File: config.mk
export PLATFORM = sky130hd
export DESIGN_NAME = icache_controller
export DESIGN_NICKNAME = d
export VERILOG_FILES = /design/src/rtl/icache_pkg.sv /design/src/rtl/icache_sram.sv /design/src/rtl/icache_controller.sv
export SDC_FILE = /design/constraint.sdc
export NUM_CORES = 2
export LEC_CHECK = 0
export ABC_CLOCK_PERIOD_IN_PS = 19800
export BUFFER_PORTS_ARGS = -buffer_cell sky130_fd_sc_hd__buf_2
export CAP_MARGIN = 20
export CORE_ASPECT_RATIO = 0.75
export CORE_UTILIZATION = 49
export DETAILED_ROUTE_END_ITERATION = 12
export GPL_TIMING_DRIVEN = 1
export HOLD_SLACK_MARGIN = 0.08
export PLACE_DENSITY = 0.68
export SLEW_MARGIN = 10
export SYNTH_ARGS = -nofsm -noshare
export SYNTH_HDL_FRONTEND = slang
export SYNTH_MEMORY_MAX_BITS = 65536
export SYNTH_SLANG_ARGS = --single-unit
File: constraint.sdc
create_clock -name clk_i -period 19.8 [get_ports clk_i]
set_clock_uncertainty 0.15 [all_clocks]
set_input_delay 1.98 -clock clk_i [delete_from_list [all_inputs] [get_ports clk_i]]
set_output_delay 1.98 -clock clk_i [all_outputs]
set_load 0.01 [all_outputs]
File: src/rtl/icache_pkg.sv
// Shared types and address-field helpers for the instruction cache.
// Latency: n/a (declarations only).
// Backpressure: n/a.
package icache_pkg;

    localparam int OFFSET_W = 5;
    localparam int INDEX_W  = 4;
    localparam int TAG_W    = 23;
    localparam int LINE_W   = 256;

    typedef enum logic [1:0] {
        IDLE = 2'd0,
        REQ  = 2'd1,
        FILL = 2'd2
    } icache_state_t;

    // Line index: the bits just above the byte offset.
    function automatic logic [INDEX_W-1:0] get_index(input logic [31:0] addr);
        return addr[OFFSET_W+INDEX_W-1:OFFSET_W];
    endfunction

    // Tag: everything above the index.
    function automatic logic [TAG_W-1:0] get_tag(input logic [31:0] addr);
        return addr[31:OFFSET_W+INDEX_W];
    endfunction

    // 32-bit word within the line; the two byte bits are ignored.
    function automatic logic [2:0] get_word(input logic [31:0] addr);
        return addr[4:2];
    endfunction

endpackage

File: src/rtl/icache_sram.sv
// Tag/data storage with a separately reset valid vector.
// Latency: read is combinational, write lands at the next rising edge.
// Backpressure: none; clear-all takes priority over the valid set of a write.
module icache_sram
    import icache_pkg::*;
#(
    parameter int NUM_LINES = 16
) (
    input  logic               clk_i,
    input  logic               rst_i,
    input  logic [INDEX_W-1:0] rd_idx,
    output logic               rd_vld,
    output logic [TAG_W-1:0]   rd_tag,
    output logic [LINE_W-1:0]  rd_line,
    input  logic               wr_en,
    input  logic [INDEX_W-1:0] wr_idx,
    input  logic [TAG_W-1:0]   wr_tag,
    input  logic [LINE_W-1:0]  wr_line,
    input  logic               clr_all
);

    logic [TAG_W-1:0]  tag_mem  [NUM_LINES];
    logic [LINE_W-1:0] data_mem [NUM_LINES];
    logic [NUM_LINES-1:0] valid;

    // Tag and data arrays carry no reset; only the valid bits qualify them.
    always_ff @(posedge clk_i) begin
        if (wr_en) begin
            tag_mem[wr_idx]  <= wr_tag;
            data_mem[wr_idx] <= wr_line;
        end
    end

    // Valid bits: clear-all wins so an invalidate racing a fill leaves the new line invalid.
    always_ff @(posedge clk_i or negedge rst_i) begin
        if (!rst_i) begin
            valid <= '0;
        end else if (clr_all) begin
            valid <= '0;
        end else if (wr_en) begin
            valid[wr_idx] <= 1'b1;
        end
    end

    assign rd_vld  = valid[rd_idx];
    assign rd_tag  = tag_mem[rd_idx];
    assign rd_line = data_mem[rd_idx];

endmodule

File: src/rtl/icache_controller.sv
// Direct-mapped read-only I-cache: same-cycle hit, blocking single-line refill on miss.
// Latency: hit 0 cycles; miss costs L+2 stall cycles for a memory ack L cycles after detect.
// Backpressure: cpu_stall_o holds fetch from the miss-detect cycle through FILL.
module icache_controller
    import icache_pkg::*;
#(
    parameter int NUM_LINES = 16,
    parameter int LINE_W    = 256,
    parameter int ADDR_W    = 32
) (
    input  logic              clk_i,
    input  logic              rst_i,
    input  logic              cpu_req_i,
    input  logic [ADDR_W-1:0] cpu_addr_i,
    input  logic              inv_i,
    output logic [31:0]       cpu_instr_o,
    output logic              cpu_stall_o,
    output logic [ADDR_W-1:0] mem_addr_o,
    output logic              mem_enable_o,
    input  logic [LINE_W-1:0] mem_data_i,
    input  logic              mem_ack_i
);

    icache_state_t state, state_nxt;

    logic [TAG_W-1:0]   lat_tag;
    logic [INDEX_W-1:0] lat_idx;
    logic [LINE_W-1:0]  line_buf;
    logic               inv_sticky;

    logic [INDEX_W-1:0] req_idx;
    logic [TAG_W-1:0]   req_tag;
    logic [2:0]         req_word;
    logic               rd_vld;
    logic [TAG_W-1:0]   rd_tag;
    logic [LINE_W-1:0]  rd_line;
    logic               hit;
    logic               wr_en;
    logic               clr_all;
    logic               unused_addr_bits;

    assign req_idx  = get_index(cpu_addr_i);
    assign req_tag  = get_tag(cpu_addr_i);
    assign req_word = get_word(cpu_addr_i);
    assign unused_addr_bits = ^cpu_addr_i[1:0];

    assign hit = cpu_req_i && (state == IDLE) && rd_vld && (rd_tag == req_tag);

    // Invalidates seen mid-refill are applied when FILL hands back to IDLE.
    assign wr_en   = (state == FILL);
    assign clr_all = ((state == IDLE) && inv_i) ||
                     ((state == FILL) && (inv_sticky || inv_i));

    icache_sram #(
        .NUM_LINES (NUM_LINES)
    ) u_sram (
        .clk_i   (clk_i),
        .rst_i   (rst_i),
        .rd_idx  (req_idx),
        .rd_vld  (rd_vld),
        .rd_tag  (rd_tag),
        .rd_line (rd_line),
        .wr_en   (wr_en),
        .wr_idx  (lat_idx),
        .wr_tag  (lat_tag),
        .wr_line (line_buf),
        .clr_all (clr_all)
    );

    // State register plus latched miss address and sticky invalidate.
    always_ff @(posedge clk_i or negedge rst_i) begin
        if (!rst_i) begin
            state      <= IDLE;
            lat_tag    <= '0;
            lat_idx    <= '0;
            inv_sticky <= 1'b0;
        end else begin
            state <= state_nxt;
            if ((state == IDLE) && cpu_req_i && !hit) begin
                lat_tag <= req_tag;
                lat_idx <= req_idx;
            end
            if (state == FILL) begin
                inv_sticky <= 1'b0;
            end else if ((state == REQ) && inv_i) begin
                inv_sticky <= 1'b1;
            end
        end
    end

    // Refill line is captured on the ack and written to the arrays in FILL.
    always_ff @(posedge clk_i) begin
        if ((state == REQ) && mem_ack_i) begin
            line_buf <= mem_data_i;
        end
    end

    // Next state and fetch/memory outputs; memory outputs depend on state only
    // so an asynchronous reset drops the request immediately.
    always_comb begin
        state_nxt    = state;
        cpu_instr_o  = '0;
        cpu_stall_o  = 1'b0;
        mem_enable_o = 1'b0;
        mem_addr_o   = '0;
        unique case (state)
            IDLE: begin
                if (hit) begin
                    cpu_instr_o = rd_line[32*req_word +: 32];
                end else if (cpu_req_i) begin
                    cpu_stall_o = 1'b1;
                    state_nxt   = REQ;
                end
            end
            REQ: begin
                cpu_stall_o  = 1'b1;
                mem_enable_o = 1'b1;
                mem_addr_o   = {lat_tag, lat_idx, {OFFSET_W{1'b0}}};
                if (mem_ack_i) begin
                    state_nxt = FILL;
                end
            end
            FILL: begin
                cpu_stall_o = 1'b1;
                state_nxt   = IDLE;
            end
            default: begin
                state_nxt = IDLE;
            end
        endcase
    end

endmodule
==> metrics.md <==
| Metric | Value |
|---|---|
| Synthesized flop and latch total | 4766 |
| Die height | 527 µm |
| Max-Cap Viols | 0 |
| RSZ-0062 raised after global routing | false |
| Setup TNS | 0 ns |
| GPL Wtd Cong | 0.781 |
| Synth warn | 0 |
| Initial Utilization | 49.3% |
| Cell Rows | 192 |
| Htree depth | 5 |
| Achievable frequency | 0.0950 GHz |
| WHS | 0.352 ns |
| CTS tree | done |
| Port Buffers | 351 |
| Fraction of layout cells with a size suffix above 1 | 33.3% |
| Most instantiated cells after synthesis | edfxtp_1, mux4_2, buf_2 |
| R2R setup slack | 13.74 ns |
| Die Wd | 702 µm |
| DR vias | 80.9k |
| Hold endpoint | u_sram.valid[8] |
| Count of cell types in the netlist | 65 |
| Post-cts gate resize count | 0 |
| Ports | 359 |
| Min-delay src | u_sram.valid[8] |
| Grt ovf | 0 |
| CTS clock-pin slew for the worst setup and hold paths | 0.07 ns |
| Most frequent cell after synthesis | edfxtp_1 |
| Global-route wire length before repair | 617000 µm |
| PD cells | 113 nW/µm² |
| Critical path class | in2out |
| Post-CTS setup buffers | 0 |
| Worst min-delay path class | reg2reg |
| Area grow syn2layout | 12.5% |
| Die area | 370000 µm² |
| Run status | finished, final reports clean |
| Arrival time of the worst setup path | 8.40 ns |
| Max Root-Sink Buffers | 4 |
| Nets | 7883 |
| DRT antenna net count | 0 |
| Worst slack, placed | 9.03 ns |
| Detailed Routing Iterations Pass 1 | 5 |
| Number of global-route vias before repair | 80.7k |
| Initial antenna violation count | 94 |
| Final worst-path cycle share | 53.2% |
| Post-synth EDFFs | 4720 |
| GRT Overall Usage | 23.7% |
| Syn_area_per_cell | 25.8 µm² |
| Core area | 365000 µm² |
| Slew HR | 27.4% |
| Root buffer cell | clkbuf_16 |
| Number of CTS-inserted buffers | 448 |
| Setup crit start kind | input pin |
| Worst vdd ir | 0.0000775 V |
| Synth top area cells | edfxtp_1, mux4_2, dfrtp_1 |
| Primary FF master, synth | edfxtp_1 |
| Final WL | 442000 µm |
| Top-area cell type share of the netlist area | 78.8% |
| CP Max Fanout | 74 |
| Reg2reg end | u_sram.data_mem[10][74] |
| Max Slew Vio Count | 0 |
| Number of remaining DRC errors | 0 |
| Fin cells | 12.8k |
| Period minus WS final | 10.53 ns |
| Mapped Cells | 6961 |
| Largest net degree at the start of global routing | 141 |
| Launching point of the worst reg2reg path | lat_idx[1] |
| Largest area contributor in the synthesized netlist | edfxtp_1 |
| Final setup violation count | 0 |
| Final hold violation count | 0 |
| Crit end category | primary output |
| Initial drt markers | 9977 |
| Drt wl/cell | 34.4 µm |
| Least-Margin Pin Slew | 1.09 ns |
| Post-DP HPWL | 244000 µm |
| Clock sink count | 4766 |
| Vias/cell | 6.30 |
| Asr flop ratio synth | 0.965% |
| CTS Hold Bufs | 0 |
| Leakage | 63.3 nW |
| Sequential area share after synthesis | 79.4% |
| Hold Path Cell Cnt | 2 |
| Post-Synthesis Cell Area | 180000 µm² |
| Critical path data required time | 17.67 ns |
| DP Cell Count | 12.0k |
| Worst-Skew Late Latency | 0.97 ns |
| R2r worst-path depth | 7 |
| Worst Slack Setup Final | 9.27 ns |
worst max-delay path by stage:
stage / from / end
floorplan: state[0] / u_sram.data_mem[1][0]
global placement: cpu_addr_i[5] / cpu_instr_o[15]
detailed placement: cpu_addr_i[5] / cpu_instr_o[15]
CTS: cpu_addr_i[5] / cpu_instr_o[15]
global route: cpu_addr_i[5] / cpu_instr_o[15]
finish: cpu_addr_i[5] / cpu_instr_o[15]
cells by family (layout without fill, tap and decap cells):
| family | Yosys count | in the layout | synth area share, % |
|---|---|---|---|
| xor+xnor | 25 | 25 | 0.122 |
| other cells | 1 | 25 | 0.00208 |
| fa+ha+maj | 4 | 4 | 0.0278 |
| buf+inv | 369 | 1369 | 1.03 |
| mux | 1545 | 1545 | 18.6 |
| flops | 4766 | 4766 | 79.4 |
| simple gates | 174 | 174 | 0.482 |
| compound gates | 77 | 77 | 0.312 |
state kept, by name, indices dropped and copies added (netlist names):
signal and flops:
u_sram.data_mem 4096, u_sram.tag_mem 368, line_buf 256, lat_tag 23, u_sram.valid 16, lat_idx 4, state 2, inv_sticky 1
placed cells by master, fill, tap and decap left out, types with 5 or more instances in the layout:
master and instances:
a21oi_1 21, a22oi_1 7, a31oi_1 6, and2_1 28, buf_12 18, buf_2 346
buf_4 161, bufinv_16 51, clkbuf_1 83, clkbuf_16 455, clkbuf_8 9, clkinv_1 107
clkinv_2 95, clkinv_8 6, clkinvlp_4 10, conb_1 5, dfrtp_1 46, diode_2 20
edfxtp_1 4720, inv_1 9, inv_6 8, mux2_2 18, mux2_4 21, mux2i_1 79
mux4_1 10, mux4_2 1417, nand2_1 17, nand2b_1 5, nand3_1 10, nand4_1 5
nor2_1 61, nor2_4 12, nor2b_1 10, o21ai_0 7, xnor2_1 9, xor2_1 16
layer usage:
layer | track usage [%] | vias to the layer above | share of wire (%)
met3 | 5.91 | 719 | 10
met2 | 36.3 | 4386 | 47
met5 | 0 | - | 0.057
li1 | - | 31700 | -
met4 | 7.55 | 42 | 3.5
met1 | 34.1 | 44000 | 40
critical path, cell delays in order:
cell and delay [ns]:
buf_12 0.44, buf_4 0.87, buf_4 0.88, buf_4 0.71
buf_4 0.69, mux4_2 0.59, mux4_2 0.55, mux4_2 0.65
mux2i_1 0.48, nor2_1 0.09, buf_2 0.17
metrics by stage:
stage               instance area, µm²  util (%)  total power [mW]
finish                          202000      55.4              22.9
floorplan                       180000         -              13.8
CTS                             202000      55.4              23.0
global route                    202000      55.4              23.5
global placement                188000      51.4              14.4
detailed placement              188000      51.4              14.5
power by group:
part,internal (mW),switching [mW]
clock,4.90,3.63
sequential,12.1,0.524
combinational,0.620,1.10
total,17.6,5.26
area by class of cell:
type                    count  area [µm²]
repair buffers            528        3340
inverters                  12        52.6
clock buffers             547       11800
well taps                4850        6070
multi-input cells        1830       35300
fillers                 26000      163000
flip-flops and latches   4766      143000
diodes                     20        50.0
clock inverters           282        2770
Power figures use the tool's default switching activity.
